`src/rtl/regfile_wb_arbiter.sv`:
```
// Writeback arbiter for a single register-file write port shared by the ALU and load paths.
// Load has fixed priority; a starvation counter forces an ALU grant after STARVE_LIMIT refusals.
module regfile_wb_arbiter #(
  parameter int DATA_WIDTH   = 32,
  parameter int ADDR_WIDTH   = 5,
  parameter int STARVE_LIMIT = 4
) (
  input  logic                  clk,
  input  logic                  rst,
  input  logic                  alu_valid,
  input  logic [ADDR_WIDTH-1:0] alu_addr,
  input  logic [DATA_WIDTH-1:0] alu_data,
  output logic                  alu_ready,
  input  logic                  ld_valid,
  input  logic [ADDR_WIDTH-1:0] ld_addr,
  input  logic [DATA_WIDTH-1:0] ld_data,
  output logic                  ld_ready,
  output logic                  rf_we,
  output logic [ADDR_WIDTH-1:0] rf_waddr,
  output logic [DATA_WIDTH-1:0] rf_wdata,
  input  logic [ADDR_WIDTH-1:0] q_addr1,
  input  logic [ADDR_WIDTH-1:0] q_addr2,
  output logic                  q_hit1,
  output logic                  q_hit2,
  output logic [DATA_WIDTH-1:0] q_data1,
  output logic [DATA_WIDTH-1:0] q_data2
);

  localparam int CNT_W = $clog2(STARVE_LIMIT + 1);
  localparam logic [CNT_W-1:0] STARVE_MAX = CNT_W'(STARVE_LIMIT);

  typedef enum logic [1:0] {
    GRANT_NONE,
    GRANT_LD,
    GRANT_ALU
  } grant_t;

  grant_t                grant;
  logic [CNT_W-1:0]      starve_cnt;
  logic [ADDR_WIDTH-1:0] sel_addr;
  logic [DATA_WIDTH-1:0] sel_data;

  always_comb begin
    grant = GRANT_NONE;
    if (!rst) begin
      if (alu_valid && (starve_cnt == STARVE_MAX)) begin
        grant = GRANT_ALU;
      end else if (ld_valid) begin
        grant = GRANT_LD;
      end else if (alu_valid) begin
        grant = GRANT_ALU;
      end
    end
  end

  assign alu_ready = (grant == GRANT_ALU);
  assign ld_ready  = (grant == GRANT_LD);

  always_comb begin
    sel_addr = '0;
    sel_data = '0;
    case (grant)
      GRANT_ALU: begin
        sel_addr = alu_addr;
        sel_data = alu_data;
      end
      GRANT_LD: begin
        sel_addr = ld_addr;
        sel_data = ld_data;
      end
      default: begin
        sel_addr = '0;
        sel_data = '0;
      end
    endcase
  end

  always_ff @(posedge clk) begin
    if (rst) begin
      starve_cnt <= '0;
    end else if (!alu_valid || alu_ready) begin
      starve_cnt <= '0;
    end else if (starve_cnt != STARVE_MAX) begin
      starve_cnt <= starve_cnt + CNT_W'(1);
    end
  end

  // x0 writes are accepted and staged, but never enable the register file.
  always_ff @(posedge clk) begin
    if (rst) begin
      rf_we    <= 1'b0;
      rf_waddr <= '0;
      rf_wdata <= '0;
    end else if (grant != GRANT_NONE) begin
      rf_we    <= (sel_addr != '0);
      rf_waddr <= sel_addr;
      rf_wdata <= sel_data;
    end else begin
      rf_we <= 1'b0;
    end
  end

  always_comb begin
    q_hit1  = rf_we && (rf_waddr == q_addr1) && (q_addr1 != '0);
    q_hit2  = rf_we && (rf_waddr == q_addr2) && (q_addr2 != '0);
    q_data1 = q_hit1 ? rf_wdata : '0;
    q_data2 = q_hit2 ? rf_wdata : '0;
  end

endmodule

```
`config.mk`:
```
export PLATFORM = sky130hd
export DESIGN_NAME = regfile_wb_arbiter
export DESIGN_NICKNAME = d
export VERILOG_FILES = /design/src/rtl/regfile_wb_arbiter.sv
export SDC_FILE = /design/constraint.sdc
export NUM_CORES = 1
export LEC_CHECK = 0
export CELL_PAD_IN_SITES_DETAIL_PLACEMENT = 1
export CELL_PAD_IN_SITES_GLOBAL_PLACEMENT = 2
export CORE_MARGIN = 1.5
export CORE_UTILIZATION = 36
export CTS_BUF_LIST = sky130_fd_sc_hd__clkbuf_4
export DETAILED_ROUTE_END_ITERATION = 12
export DONT_BUFFER_PORTS = 1
export GPL_TIMING_DRIVEN = 0
export HOLD_SLACK_MARGIN = 0.1
export PLACE_DENSITY_LB_ADDON = 0.1
export SYNTH_ARGS = -nofsm -noshare
export SYNTH_HDL_FRONTEND = slang
export SYNTH_SLANG_ARGS = --single-unit
```
`constraint.sdc`:
```
create_clock -name clk -period 3.8 [get_ports clk]
set_input_delay 0.76 -clock clk [delete_from_list [all_inputs] [get_ports clk]]
set_output_delay 0.76 -clock clk [all_outputs]
set_load 0.1 [all_outputs]
```
==> metrics.txt, run 1 <==
status=completed; final instance count without filler cells=415; largest family of logic cells by synthesized area=simple AND/OR/NAND/NOR gates; Hold Path Origin=starve_cnt[1]$_SDFFE_PP0P_; cts hold-fix bufs=0; antenna violations before repair=0; post-route ant nets=0; r2r worst-path depth=10; Reg2Reg Setup Slack=0.41 ns; Max-slew headroom=7.99%; first-pass GRT wire length=15000 um; root buf cell=clkbuf_4; Starting Density=37.0%; post-synthesis area per instance=8.64 um^2; worst clock skew=0.0111 ns; Setup CP Type=flip-flop to primary output; CTS sink cnt=41; Fmax=0.271 GHz; Slew Limit Fails=0; Hold Path End=starve_cnt[1]$_SDFFE_PP0P_; worst skew pair latency=0.36 ns; 1st-pass router iterations=4; placer's final routability congestion estimate=0.715; largest net degree at the start of global routing=12; core area=7210 um^2; Synth Area in Compound Gates=24.2%; die height=89.1 um; min Tclk post-route=3.69 ns; top cells by area, synth=dfxtp_1 31%, nor4b_1 21%, a22o_1 11%, a22oi_1 10%, nor2_1 5.5%; crit path launch type=flip-flop; Yosys reg bits=41; IO Count=194; Setup violations, final=0; Req. time, crit path=3.04 ns; DRT iter0 DRCs=54; synthesis warning total=0; Detailed Place HPWL=7640 um; final WL=10300 um; Clock transition at path regs=0.13 ns; PD cells=232 nW/um^2; overall routing resource usage=25.3%; commonest cells in the netlist=64 x nor4b_1, 41 x dfxtp_1, 39 x nor2_1; vias post-DR=2720; Cells after Synth=309; hold_ws=0.512 ns; Syn Nets=402; crit-path max FO=10; adder-cell area share of the yosys netlist=2.34%; Pwr Total=910 uW; EDFF count, synth=0; synth-to-layout area growth=46.7%; postcts setup bufs=0; Synth cell types=26; final layout net count=409; final period utilization=97.1%; final hold violations=0; Synth top area share=30.8%; mapped cell area=2670 um^2; Synth Flop Type=dfxtp_1; R2R Path End=rf_wdata[31]$_SDFFE_PP0N_; maximum clock path buffer count=2; worst hold path depth=2; # DRC=0; Max-Cap Viols=0; H-tree depth=2; worst min path class=flip-flop to flip-flop; critical path arrival=2.93 ns; share of synthesized registers carrying an async set or reset=0%; post-synthesis xor/xnor area fraction=2.95%; Avg WL per Cell=24.9 um; CTS tree=yes; worst slack, placed=-0.327 ns; FP Rows=31; total CTS buffers=5; PortBufs=0; post-synthesis sequential area ratio=30.8%; vias in the first global route=2708; GRT overflow=0; total die area=7940 um^2; mux cell area share after synthesis=0%; peak supply drop=0.103 mV; Die Wd=89.1 um; Yosys top cell by area=dfxtp_1; ant diodes=0; post-synthesis simple-gate area fraction=32.1%; most common cell in the synthesized netlist=nor4b_1; Worst Tran Pin Value=1.37 ns; drt via density=6.55; Inst Count DP=408; leakage=0.00194 uW; Crit Reg-Reg Startpoint=starve_cnt[0]$_SDFFE_PP0P_; layout cell share with drive strength beyond 1=32.6%; RSZ-0062 raised after global routing=false; Worst setup EP type=primary output; final worst slack=0.111 ns
-- worst max-delay path: stages, from the launching register on --
cell,delay [ns]
dfxtp_4,0.59
xnor2_1,0.17
nand2_1,0.28
buf_4,0.34
nor4b_4,1.18
-- logic make-up after synthesis --
group           count (synthesis)
compound gates                 81
simple gates                  131
buf+inv                        42
flops                          41
xor+xnor                        9
fa+ha+maj                       5
-- report_power, final --
part	internal, uW	leakage [uW]	switching, uW
clock network	74.7	0.0000292	154
registers	434	0.000336	50.3
logic	62.3	0.00157	135
total	571	0.00194	339
-- how the worst max path moves through the flow --
stage,start,endpoint,slack [ns],depth (start not counted)
final,rf_waddr[1]$_SDFFE_PP0N_,q_data2[3],0.11,4
after global routing,rf_waddr[0]$_SDFFE_PP0N_,q_data1[21],0.006,4
after CTS,rf_waddr[0]$_SDFFE_PP0N_,q_data1[19],0.01,4
after detailed placement,rf_we$_SDFF_PP0_,q_data2[3],-0.33,3
after global placement,rf_we$_SDFF_PP0_,q_data1[10],-0.91,3
after floorplan,rf_we$_SDFF_PP0_,q_data1[10],-0.64,3
-- layout make-up --
type	count	area, um^2
Clock inverter	1	3.75
Clock buffer	6	45.0
Fill cell	784	3300
Inverter	4	15.0
Buffer	38	234
Multi-Input combinational cell	226	2650
Sequential cell	41	841
Tap cell	99	124
-- metrics by stage --
step           utilization (%)  instance area [um^2]  TNS [ns]
2_1_floorplan                -                  3540     -3.88
3_3_place_gp              50.7                  3660    -18.23
3_5_place_dp              52.4                  3780    -16.98
4_1_cts                   54.0                  3900         0
5_1_grt                   54.3                  3920         0
6_report                  54.3                  3920         0
-- per-layer routing --
| layer | GRT usage [%] | vias up | wire (um) |
|---|---|---|---|
| met1 | 30.3 | 1360 | 4020 |
| met2 | 42.9 | 134 | 5200 |
| met5 | 0 | - | 0 |
| met4 | 8.39 | 0 | 227 |
| li1 | - | 1203 | - |
| met3 | 8.03 | 23 | 894 |
-- sequential cells by signal (all words and copies together), names as in the netlist --
register,count
rf_waddr,5
starve_cnt,3
rf_we,1
rf_wdata,32
-- cell usage in the layout (no fill, tap or decap), types with 2 or more instances in the layout --
master	n
a22o_1	32
clkbuf_4	11
dfxtp_4	5
nor2_1	39
ha_1	5
nor4b_4	64
xnor2_1	9
a21oi_1	7
buf_4	7
or3_1	5
nor3_4	2
clkbuf_1	16
a22oi_1	37
inv_1	4
nand2_1	10
nand3_4	2
buf_1	3
buf_6	6
a21oi_4	2
nand3_1	2
and2_1	2
dfxtp_1	35
-- repair_timing --
action	CTS	global route
pin swaps	7	7
endpoints found under the setup margin	66	53
resized for setup	32	11
No activity file was read; power rests on OpenSTA's default activity.
==> run 2, diff against run 1 <==
- RECOVER_POWER: default -> 100
==> run 2 against run 1 <==
Die area unchanged; register-to-register slack about the same; clock power about the same; non-clock buffer count unchanged; clock skew down 0.0019 ns; via count about the same; maximum frequency about the same; combinational power about the same; critical path type unchanged; critical endpoint unchanged.
==> metrics.txt, run 2 (synthesis results as in run 1) <==
peak supply drop=0.103 mV; commonest non-fill, non-tap cell in the layout=nor4b_4; root buf cell=clkbuf_4; layout cell share with drive strength beyond 1=32.6%; Req. time, crit path=3.04 ns; Starting Density=37.0%; FP Rows=31; final period utilization=97.0%; R2R Path End=rf_wdata[31]$_SDFFE_PP0N_; Setup CP Type=flip-flop to primary output; drt via density=6.55; commonest non-fill, non-tap cells in the layout=64 x nor4b_4, 39 x nor2_1, 37 x a22oi_1; crit path launch type=flip-flop; Hold Path End=starve_cnt[1]$_SDFFE_PP0P_; hold_ws=0.512 ns; worst hold path depth=2; total CTS buffers=5; fin area=3900 um^2; placer's final routability congestion estimate=0.715; maximum clock path buffer count=2; vias in the first global route=2708; Worst setup EP type=primary output; largest registers=rf_wdata: 32 flops, rf_waddr: 5 flops, starve_cnt: 3 flops; die height=89.1 um; leakage=0.00193 uW; Largest register FFs=32; critical path arrival=2.93 ns; post-route ant nets=0; final layout net count=409; setup TNS=0 ns; final hold violations=0; DRT iter0 DRCs=70; final instance count without filler cells=415; status=completed; worst min path class=flip-flop to flip-flop; PortBufs=0; Setup violations, final=0; Max-slew headroom=7.99%; worst clock skew=0.00921 ns; synth-to-layout area growth=46.0%; worst slack, placed=-0.327 ns; overall routing resource usage=25.3%; Crit Reg-Reg Startpoint=starve_cnt[0]$_SDFFE_PP0P_; core area=7210 um^2; 1st-pass router iterations=4; largest register by flop count=rf_wdata; GRT overflow=0; H-tree depth=2; Inst Count DP=408; worst skew pair latency=0.36 ns; vias post-DR=2719; antenna violations before repair=0; ant diodes=0; final worst slack=0.113 ns; total die area=7940 um^2; Detailed Place HPWL=7640 um; Fmax=0.271 GHz; min Tclk post-route=3.69 ns; final WL=10300 um; Max-Cap Viols=0; largest net degree at the start of global routing=12; Clock transition at path regs=0.13 ns; # DRC=0; first-pass GRT wire length=15000 um; crit-path max FO=10; Avg WL per Cell=24.9 um; DP Area=3780 um^2; CTS sink cnt=41; r2r worst-path depth=10; IO Count=194; PD cells=233 nW/um^2; Die Wd=89.1 um; Slew Limit Fails=0; Reg2Reg Setup Slack=0.41 ns; Hold Path Origin=starve_cnt[1]$_SDFFE_PP0P_; Worst Tran Pin Value=1.37 ns; CTS tree=yes; RSZ-0062 raised after global routing=false
-- run 2: report_power, final --
part | internal, uW | switching (uW)
Clock | 74.7 | 153
Sequential | 434 | 50.3
Combinational | 61.6 | 134
-- run 2: critical path, cell delays in order (launching register included) --
cell	delay [ns]
dfxtp_4	0.59
xnor2_1	0.17
nand2_1	0.28
buf_4	0.34
nor4b_4	1.18
-- run 2: metal layers --
metal,track usage (%),wire (um)
met5,0,0
met4,8.39,227
met3,8.03,885
met2,42.9,5210
met1,30.3,4010
-- run 2: final cells by class --
cell class | count | area (um^2)
inverter | 4 | 15.0
buffer | 38 | 230
sequential | 41 | 841
clock buffer | 6 | 45.0
fill | 785 | 3320
tap | 99 | 124
clock inverter | 1 | 3.75
multi-input combinational | 226 | 2640
-- run 2: what timing repair did --
item | 4_1_cts | 5_1_grt
hold buffers | 0 | 0
pin swaps | 7 | 7
buffers inserted | 0 | 0
resized for setup | 32 | 11
setup endpoints to repair | 66 | 53
hold endpoints to repair | 0 | 0
-- run 2: stage by stage --
stage | utilization, % | power [uW]
2_1_floorplan | - | 640
3_3_place_gp | 50.7 | 676
3_5_place_dp | 52.4 | 687
4_1_cts | 54.0 | 913
5_1_grt | 54.0 | 949
6_report | 54.0 | 907
-- run 2: how the worst max path moves through the flow --
stage | start | end | slack [ns] | depth (start not counted)
2_1_floorplan | rf_we$_SDFF_PP0_ | q_data1[10] | -0.64 | 3
3_5_place_dp | rf_we$_SDFF_PP0_ | q_data2[3] | -0.33 | 3
3_3_place_gp | rf_we$_SDFF_PP0_ | q_data1[10] | -0.91 | 3
5_1_grt | rf_waddr[0]$_SDFFE_PP0N_ | q_data1[21] | 0.006 | 4
6_report | rf_waddr[1]$_SDFFE_PP0N_ | q_data2[3] | 0.11 | 4
4_1_cts | rf_waddr[0]$_SDFFE_PP0N_ | q_data1[19] | 0.01 | 4
==> run 3, diff against run 2 <==
==> constraint.sdc (replaced) <==
create_clock -name clk -period 3.8 [get_ports clk]
set_input_delay 0.38 -clock clk [delete_from_list [all_inputs] [get_ports clk]]
set_output_delay 0.38 -clock clk [all_outputs]
set_load 0.1 [all_outputs]
==> run 3 against run 2 <==
Core utilization increased by 0.40 points; maximum frequency decreased by 0.25%; clock power increased by 33%; global-route usage increased by 4.9 points; critical path depth increased by 1; final cell count increased by 16%; combinational power decreased by 23%; clock skew increased by 0.0071 ns; power increased by 3.7%; design area increased by 0.74%; register-to-register slack got worse by 0.04 ns.
==> metrics.txt, run 3 (synthesis results as in run 1) <==
maximum clock path buffer count=2; commonest non-fill, non-tap cell in the layout=nor4b_1; H-tree depth=2; Worst setup EP type=primary output; Starting Density=37.0%; Max-slew headroom=24.3%; cts hold-fix bufs=0; Logic pwr share=16.0%; drt via density=6.38; crit path launch type=flip-flop; Detailed Place HPWL=9310 um; vias in the first global route=3242; Clock Power Share=32.3%; total CTS buffers=5; largest registers=rf_wdata: 32 flops, rf_waddr: 5 flops, starve_cnt: 3 flops; largest net degree at the start of global routing=13; Clock transition at path regs=0.13 ns; final period utilization=97.3%; leakage=0.00130 uW; Avg WL per Cell=25.3 um; synth-to-layout area growth=47.1%; Psw=311 uW; Setup CP Type=flip-flop to primary output; worst min path class=input pin to flip-flop; postcts setup bufs=0; die height=89.1 um; Pint=629 uW; Largest register FFs=32; Fmax=0.271 GHz; # DRC=0; placer's final routability congestion estimate=0.706; Worst Tran Pin Value=1.13 ns; worst skew pair latency=0.37 ns; Sequential Power Share=51.7%; RSZ-0062 raised after global routing=false; final hold violations=0; 1st-pass router iterations=4; Max-Cap Viols=0; largest register by flop count=rf_wdata; ant diodes=0; antenna violations before repair=0; CTS sink cnt=41; commonest non-fill, non-tap cells in the layout=58 x nor4b_1, 55 x buf_8, 41 x dfxtp_1; Pwr Total=940 uW; Slew Limit Fails=0; setup TNS=0 ns; final WL=12200 um; overall routing resource usage=30.2%; worst clock skew=0.0163 ns; layout cell share with drive strength beyond 1=23.5%; FP Rows=31; peak supply drop=0.145 mV; vias post-DR=3075; core area=7210 um^2; critical path arrival=3.32 ns; Req. time, crit path=3.42 ns; GRT overflow=0; Core Util, Final=54.4%; CTS tree=yes; Setup violations, final=0; root buf cell=clkbuf_4; Sw Ratio=33.1%; final layout net count=475; IO Count=194; min Tclk post-route=3.70 ns; total die area=7940 um^2; crit-path max FO=10; status=completed; CTS resizes=0; Die Wd=89.1 um; first-pass GRT wire length=17900 um; PD cells=240 nW/um^2; DRT iter0 DRCs=155; post-route ant nets=0; PortBufs=0
## run 3: path summary, 6_finish.rpt
| kind | start | endpoint | cells past startpoint | slack (ns) |
|---|---|---|---|---|
| max | rf_waddr[1]$_SDFFE_PP0N_ | q_data1[6] | 5 | 0.10 |
| min | alu_data[4] | rf_wdata[4]$_SDFFE_PP0N_ | 3 | 0.27 |
| max reg2reg | starve_cnt[0]$_SDFFE_PP0P_ | rf_wdata[20]$_SDFFE_PP0N_ | 10 | 0.37 |
| min reg2reg | starve_cnt[2]$_SDFFE_PP0P_ | starve_cnt[1]$_SDFFE_PP0P_ | 2 | 0.54 |
## run 3: layout make-up
| type | count | area (um^2) |
|---|---|---|
| Clock inverter | 2 | 33.8 |
| Multi-Input combinational cell | 226 | 1680 |
| Tap cell | 99 | 124 |
| Timing Repair Buffer | 66 | 1020 |
| Fill cell | 861 | 3290 |
| Sequential cell | 41 | 821 |
| Buffer | 38 | 189 |
| Clock buffer | 6 | 45.0 |
| Inverter | 4 | 15.0 |
## run 3: through the flow
step	hold WS [ns]	instances	instance area [um^2]	setup slack, ns
CTS	0.270	482	4370	0.111
floorplan	0.470	309	2670	-1.33
finish	0.275	482	3930	0.103
global placement	0.489	408	2790	-1.73
detailed placement	0.526	474	4290	0.406
global route	0.294	482	3930	0.0176
## run 3: power by group through the flow
stage	clock network, uW	logic [uW]	registers [uW]
after floorplan	0	108	493
after global placement	0	142	495
after detailed placement	0	162	496
after CTS	306	163	486
after global routing	319	162	488
final	303	150	487
## run 3: routing by layer
layer,global-route usage [%],wire (um),up-vias
li1,-,-,1336
met1,33.6,4450,1528
met2,54.1,6400,169
met3,7.02,880,42
met4,14.5,465,0
met5,0,0,-
## run 3: critical path, cell delays in order, from the launching register on
cell and delay [ns]:
dfxtp_1 1.10, xnor2_1 0.20, nand3_1 0.35, clkbuf_1 0.38
nor4b_2 0.42, buf_2 0.50
